### src/rtl/mem_stage_pkg.sv
// Shared MS-stage definitions: bus-width macros (the head.h set), ld_op bit indices and packed bus layouts.
// Optional build macro honoured by mem_stage: MS_LOAD_BYPASS_EN.
`ifndef MEM_STAGE_HEAD_H
`define MEM_STAGE_HEAD_H
`define EARRAY_W        8
`define EARRAY_ADEF     0
`define EARRAY_ALE      1
`define EARRAY_SYS      2
`define EARRAY_BRK      3
`define EARRAY_INE      4
`define EARRAY_IPE      5
`define EARRAY_INT      6
`define EARRAY_ERTN     7
`define TLB_ZIP_W       4
`define TLB_ZIP_REFETCH 3
`define TLB_ERRLEN      8
`define LD_B            4
`define LD_BU           3
`define LD_H            2
`define LD_HU           1
`define LD_W            0
`define ES2MS_BUS       129
`define MS2WS_BUS       84
`endif

package mem_stage_pkg;

  localparam int DATA_W = 32;

  typedef struct packed {
    logic [31:0]               vaddr;
    logic [31:0]               pc;
    logic [`EARRAY_W-1:0]      except_zip;
    logic [`TLB_ZIP_W-1:0]     tlb_zip;
    logic [`TLB_ERRLEN-1:0]    tlb_exc;
    logic [4:0]                ld_op;
    logic                      mem_req;
    logic                      csr_re;
    logic                      rf_we;
    logic [4:0]                rf_waddr;
    logic [31:0]               alu_result;
  } es2ms_t;

  typedef struct packed {
    logic [31:0]               vaddr;
    logic [31:0]               pc;
    logic [`EARRAY_W-1:0]      except_zip;
    logic [`TLB_ZIP_W-1:0]     tlb_zip;
    logic [`TLB_ERRLEN-1:0]    tlb_exc;
  } ms2ws_t;

  typedef struct packed {
    logic                      csr_re;
    logic                      rf_we;
    logic [4:0]                rf_waddr;
    logic [31:0]               rf_wdata;
  } rf_zip_t;

  typedef struct packed {
    logic                      ld_wait;
    logic                      rf_we;
    logic [4:0]                rf_waddr;
    logic [31:0]               rf_wdata;
  } fwd_zip_t;

endpackage

### src/rtl/mem_stage_load_align.sv
// Combinational load alignment: picks byte/half by address and sign- or zero-extends to a full word.
module mem_load_align
  import mem_stage_pkg::*;
#(
  parameter int DATA_W = 32
) (
  input  logic [4:0]        ld_op,
  input  logic [1:0]        addr_lo,
  input  logic [DATA_W-1:0] rdata,
  output logic [DATA_W-1:0] data
);

  logic signed [7:0]  byte_sel;
  logic signed [15:0] half_sel;

  always_comb begin
    case (addr_lo)
      2'd0:    byte_sel = rdata[7:0];
      2'd1:    byte_sel = rdata[15:8];
      2'd2:    byte_sel = rdata[23:16];
      default: byte_sel = rdata[31:24];
    endcase
    half_sel = addr_lo[1] ? rdata[31:16] : rdata[15:0];
  end

  always_comb begin
    data = rdata;
    if (ld_op[`LD_B])
      data = {{(DATA_W-8){byte_sel[7]}}, byte_sel};
    else if (ld_op[`LD_BU])
      data = {{(DATA_W-8){1'b0}}, byte_sel};
    else if (ld_op[`LD_H])
      data = {{(DATA_W-16){half_sel[15]}}, half_sel};
    else if (ld_op[`LD_HU])
      data = {{(DATA_W-16){1'b0}}, half_sel};
  end

endmodule

### src/rtl/mem_stage.sv
// MEM pipeline stage: holds one instruction, waits for its data response, drops stale responses after flush.
// Build option: MS_LOAD_BYPASS_EN forwards load data to ID in the response cycle.
module mem_stage
  import mem_stage_pkg::*;
(
  input  logic                  clk,
  input  logic                  resetn,
  input  logic                  es2ms_valid,
  input  logic [`ES2MS_BUS-1:0] es2ms_bus,
  output logic                  ms_allowin,
  input  logic                  ws_allowin,
  output logic                  ms2ws_valid,
  output logic [`MS2WS_BUS-1:0] ms2ws_bus,
  output logic [38:0]           ms_rf_zip,
  output logic [38:0]           ms_fwd_zip,
  input  logic                  data_sram_data_ok,
  input  logic [31:0]           data_sram_rdata,
  input  logic                  es_req_pending,
  output logic                  ms_ex,
  input  logic                  wb_ex,
  input  logic                  ertn_flush,
  input  logic                  wb_refetch_flush
);

  es2ms_t      ms_bus_p0;
  logic        ms_valid;
  logic [1:0]  discard_cnt;
  logic        data_buf_valid;
  logic [31:0] data_buf;

  logic        flush;
  logic        resp_kept;
  logic        ms_ready_go;
  logic        ms_leave;
  logic        cnt_dec;
  logic        ms_lost;
  logic [2:0]  cnt_sum;
  logic [31:0] load_src;
  logic [31:0] load_data;
  logic [31:0] rf_wdata;
  logic        ld_wait;
  rf_zip_t     rf_zip;
  fwd_zip_t    fwd_zip;

  function automatic logic [1:0] sat_cnt(input logic [2:0] v);
    return (v > 3'd3) ? 2'd3 : v[1:0];
  endfunction

  assign flush       = wb_ex | ertn_flush | wb_refetch_flush;
  assign resp_kept   = data_sram_data_ok & (discard_cnt == 2'd0);
  assign ms_ready_go = ~ms_bus_p0.mem_req | resp_kept | data_buf_valid;
  assign ms_allowin  = ~ms_valid | (ms_ready_go & ws_allowin);
  assign ms2ws_valid = ms_valid & ms_ready_go & ~flush;
  assign ms_leave    = ms_valid & ms_ready_go & ws_allowin;

  // A response arriving with the flush belongs to the oldest request, so MS only counts if still unanswered.
  assign cnt_dec = data_sram_data_ok & (discard_cnt != 2'd0);
  assign ms_lost = ms_valid & ms_bus_p0.mem_req & ~resp_kept & ~data_buf_valid;

  always_comb begin
    cnt_sum = {1'b0, discard_cnt} - {2'b00, cnt_dec};
    if (flush)
      cnt_sum = cnt_sum + {2'b00, ms_lost} + {2'b00, es_req_pending};
  end

  // Stage register boundary: EX -> MS
  always_ff @(posedge clk) begin
    if (!resetn) begin
      ms_valid <= 1'b0;
    end else if (flush) begin
      ms_valid <= 1'b0;
    end else if (ms_allowin) begin
      ms_valid <= es2ms_valid;
    end
  end

  always_ff @(posedge clk) begin
    if (!resetn) begin
      ms_bus_p0 <= '0;
    end else if (es2ms_valid && ms_allowin) begin
      ms_bus_p0 <= es2ms_bus;
    end
  end

  always_ff @(posedge clk) begin
    if (!resetn) begin
      discard_cnt <= 2'd0;
    end else begin
      discard_cnt <= sat_cnt(cnt_sum);
    end
  end

  always_ff @(posedge clk) begin
    if (!resetn) begin
      data_buf_valid <= 1'b0;
      data_buf       <= 32'd0;
    end else if (flush || ms_leave) begin
      data_buf_valid <= 1'b0;
      data_buf       <= 32'd0;
    end else if (resp_kept && ms_valid && ms_bus_p0.mem_req && !data_buf_valid) begin
      data_buf_valid <= 1'b1;
      data_buf       <= data_sram_rdata;
    end
  end

  assign load_src = data_buf_valid ? data_buf : data_sram_rdata;

  mem_load_align #(.DATA_W(DATA_W)) u_load_align (
    .ld_op   (ms_bus_p0.ld_op),
    .addr_lo (ms_bus_p0.vaddr[1:0]),
    .rdata   (load_src),
    .data    (load_data)
  );

  assign rf_wdata = (|ms_bus_p0.ld_op) ? load_data : ms_bus_p0.alu_result;

`ifdef MS_LOAD_BYPASS_EN
  assign ld_wait = ms_valid & (|ms_bus_p0.ld_op) & ~ms_ready_go;
`else
  assign ld_wait = ms_valid & (|ms_bus_p0.ld_op);
`endif

  always_comb begin
    rf_zip.csr_re    = ms_bus_p0.csr_re;
    rf_zip.rf_we     = ms_bus_p0.rf_we & ms_valid;
    rf_zip.rf_waddr  = ms_bus_p0.rf_waddr;
    rf_zip.rf_wdata  = rf_wdata;
    fwd_zip.ld_wait  = ld_wait;
    fwd_zip.rf_we    = ms_bus_p0.rf_we & ms_valid;
    fwd_zip.rf_waddr = ms_bus_p0.rf_waddr;
    fwd_zip.rf_wdata = rf_wdata;
  end

  assign ms_rf_zip  = rf_zip;
  assign ms_fwd_zip = fwd_zip;
  assign ms2ws_bus  = {ms_bus_p0.vaddr, ms_bus_p0.pc, ms_bus_p0.except_zip,
                       ms_bus_p0.tlb_zip, ms_bus_p0.tlb_exc};
  assign ms_ex      = ms_valid & ((|ms_bus_p0.except_zip) | (|ms_bus_p0.tlb_exc)
                                  | ms_bus_p0.tlb_zip[`TLB_ZIP_REFETCH]);

endmodule

### config.mk
export PLATFORM = sky130hd
export DESIGN_NAME = mem_stage
export DESIGN_NICKNAME = d
export VERILOG_FILES = /design/src/rtl/mem_stage_pkg.sv /design/src/rtl/mem_stage_load_align.sv /design/src/rtl/mem_stage.sv
export SDC_FILE = /design/constraint.sdc
export NUM_CORES = 1
export LEC_CHECK = 0
export ABC_AREA = 1
export BUFFER_PORTS_ARGS = -buffer_cell sky130_fd_sc_hd__buf_2
export CORE_MARGIN = 1.5
export CORE_UTILIZATION = 50
export CTS_CLUSTER_SIZE = 30
export DETAILED_ROUTE_END_ITERATION = 6
export PLACE_DENSITY_LB_ADDON = 0.1
export SLEW_MARGIN = 20
export SYNTH_ARGS = -nofsm -noshare
export SYNTH_HDL_FRONTEND = slang
export SYNTH_SLANG_ARGS = --single-unit
### constraint.sdc
create_clock -name clk -period 2.02 [get_ports clk]
set_input_delay 0.101 -clock clk [delete_from_list [all_inputs] [get_ports clk]]
set_output_delay 0.101 -clock clk [all_outputs]
set_load 0.005 [all_outputs]
==> impl_metrics.yaml <==
floorplanning:
  floorplan.die_area_um2: 18550
  height_of_the_chip_um: 136.2
  placeableCoreArea_um2: 17300
  initial_utilization: 0.5128
  number_of_placed_i_o_pins: 335
  fp-row-count: 48
  die_w_um: 136.2
clocking:
  cts_tree: "yes"
  clk_latency_ps: 440
  ctsHtreeMaxLevel: 4
  clock_sink_count: 165
  clock-root-buffer: "clkbuf_16"
  tritoncts.num_buffers: 17
  clk_pin_slew_worst_paths_ps: 70
  cts-root-to-sink-buffers: 2
logic_synthesis:
  yosysTopAreaCellShare: 0.3724
  syn_area_per_cell_um2: 6.807
  syn_area_um2: 8870
  synthFlopType: "dfxtp_1"
  mappedNetlistNets: 1477
  synth-edff-count: 0
  number_of_register_bits_inferred_by_synthesis: 165
  synth.area.top_cells: "dfxtp_1, nand2_1, buf_4"
  post_synth_inst_count: 1303
  yosys.cell_types.count: 31
  ys_async_sr_fraction: 0
  synth_top_cell_by_area: "dfxtp_1"
  seq_area_frac_synth: 0.3724
  yosys_warnings: 0
timing:
  finalCriticalPeriod_ps: 2082
  worst_slack_ps: -61.61
  fmaxAchievable_ghz: 0.4804
  worst_clock_skew_ps: 8.924
  final_min_period_over_clock_period: 1.031
  actual_slew_at_the_worst_max_slew_pin_ps: 574.9
  timing.hold.ws_ps: 60.79
  setup-violations-final: 49
  relSlewSlack: 0.6167
  final-max-slew-violation-count: 0
  unrepaired_setup_endpoints_after_global_routing: "true"
  timing_hold_violations_final: 0
power_and_ir_drop:
  vdd_drop_max_mv: 0.6480
  power_switching_w: 0.002848
  power.static_leakage_nw: 5.950
  cellInternalPower_w: 0.006294
  netSwitchingFraction: 0.3115
  power.combinational.fraction: 0.252
  p_per_area_nw_per_um2: 723.1
  pwr-share-seq: 0.384
  clock_power_share: 0.364
global_routing:
  grt_first_pass_wirelength_um: 46240
  globalRouteOverflowTotal: 0
  track_usage: 0.3183
  grt_pass1_vias: 9078
  grt_start_max_net_pins: 118
  antenna_found_initial: 0
routing:
  wirelength_um: 31040
  avgViaCountPerCell: 5.212
  detail_route.first_pass.iterations: 5
  wl_per_cell_um: 16.40
  remaining_drc_errors: 0
  postRouteAntennaNets: 0
  vias: 9866
  drt_iter0_markers: 871
run_status:
  status: "finished with violations"
  violations: "negative setup slack"
place:
  pre_cts_ws_ps: 130.3
  io_buffers: 334
  gp_routability_congestion: 0.8730
  hpwl_um: 18830
cells_and_area:
  fillers: 1380
  most-common-layout-cells: "buf_2, nand2_1, a21oi_1"
  n_antenna_cell: 0
  mostFrequentLayoutCell: "buf_2"
  layout.core_utilization: 0.7309
  layout.nets: 1829
  layout-drive-gt1-share: 0.3147
  syn2layout_area_growth_pct: 42.53
setup_path:
  criticalPathCategory: "reg -> out"
  rr_startpoint: "data_buf_valid$_SDFFE_PP0P_"
  critPathCaptureType: "output pin"
  critical_path.max_fanout: 8
  rr_worst_depth: 10
  critical_path.startpoint: "ms_bus_p0[44]$_SDFFE_PN0P_"
  crit_end: "ms_rf_zip[18]"
  crit_required_ps: 1920
  worstPathArrival_ps: 1980
  ff2ff_setup_slack_ps: 80
  timing.rr.end: "discard_cnt[0]$_SDFF_PN0_"
  worstSetupStartpointType: "flop"
run:
  maxCapViolCount: 0
worst_hold_path:
  path_type_of_the_worst_min_delay_path: "in -> reg"
-- how the worst min path moves through the flow --
| stage | end | slack, ps | depth (start not counted) | startpoint |
|---|---|---|---|---|
| 6_report | discard_cnt[0]$_SDFF_PN0_ | 60 | 5 | wb_ex |
| 2_1_floorplan | data_buf[0]$_SDFFE_PP0P_ | 240 | 2 | data_sram_rdata[0] |
| 5_1_grt | discard_cnt[0]$_SDFF_PN0_ | 50 | 5 | wb_ex |
| 3_3_place_gp | data_buf[10]$_SDFFE_PP0P_ | 340 | 3 | data_sram_rdata[10] |
| 3_5_place_dp | data_buf[10]$_SDFFE_PP0P_ | 350 | 3 | data_sram_rdata[10] |
| 4_1_cts | discard_cnt[0]$_SDFF_PN0_ | 30 | 5 | wb_ex |
-- worst max-delay path, cell delays in order (launching register included) --
cell	delay, ps
dfxtp_4	340
inv_2	60
nand2_4	90
nor2_4	180
clkinvlp_4	180
buf_6	190
a21oi_1	140
nor2_1	90
a21oi_2	130
buf_2	160
-- per-layer routing --
metal | part of all wire | track usage
met1 | 0.38 | 0.3707
met4 | 0.039 | 0.1507
met3 | 0.081 | 0.08799
met5 | 0 | 0
met2 | 0.50 | 0.5398
-- power by group through the flow --
stage | Clock [W] | Sequential (W) | Combinational (W)
after floorplan | 0 | 0.00356 | 0.00123
after global placement | 0 | 0.00358 | 0.00171
after detailed placement | 0 | 0.00358 | 0.00172
after CTS | 0.00336 | 0.00351 | 0.00210
after global routing | 0.00351 | 0.00353 | 0.00251
final | 0.00333 | 0.00351 | 0.00230
-- cell families after synthesis --
family                     synth area share
AOI/OAI and AO/OA                    0.1265
xor gates and xnor gates          0.0009876
adders and majority gates          0.006489
buffers and inverters                0.1981
DFF                                  0.3724
and+or+nand+nor                      0.2955
-- what timing repair did --
action | in CTS | in global routing
setup buffers | 13 | 5
resized for setup | 58 | 76
setup endpoints to repair | 64 | 65
hold buffers | 162 | 0
cloned | 3 | 4
pin swaps | 16 | 17
endpoints found under the hold margin | 162 | 0
-- metrics by stage --
stage / instances / setup TNS [ps] / instance area [um2] / total power (W)
3_3_place_gp: 1674 / 0 / 9677 / 0.005285
2_1_floorplan: 1303 / 0 / 8870 / 0.004794
4_1_cts: 1884 / -155.4 / 12230 / 0.008965
3_5_place_dp: 1674 / 0 / 9677 / 0.005298
5_1_grt: 1893 / -6596 / 12640 / 0.009545
6_report: 1893 / -1538 / 12640 / 0.009142
-- synthesized netlist by cell type, types with 7 or more instances --
cell type  number
nand2_1       335
a21oi_1       192
dfxtp_1       165
buf_4         155
nand3_1       152
nor2_1        108
inv_1          71
clkbuf_1       31
buf_2          15
o21ai_0        14
buf_6           7
-- layout make-up --
cell class	count	area (um2)	area share
multi-input combinational	847	4260	0.3370
sequential	165	3318	0.2625
tap	225	281.5	0.02227
clock inverter	14	162.7	0.01287
clock buffer	18	439.2	0.03474
timing repair buffer	544	3856	0.3050
inverter	80	324.1	0.02563
-- flip-flops by register name, indices dropped and copies added, names as in the netlist --
register and count:
ms_bus_p0 39, data_buf 32, ms_valid 1, data_buf_valid 1
ms2ws_bus 84, discard_cnt 2, ms_rf_zip 1, ms_fwd_zip 5
No activity file was read; power rests on OpenSTA's default activity.
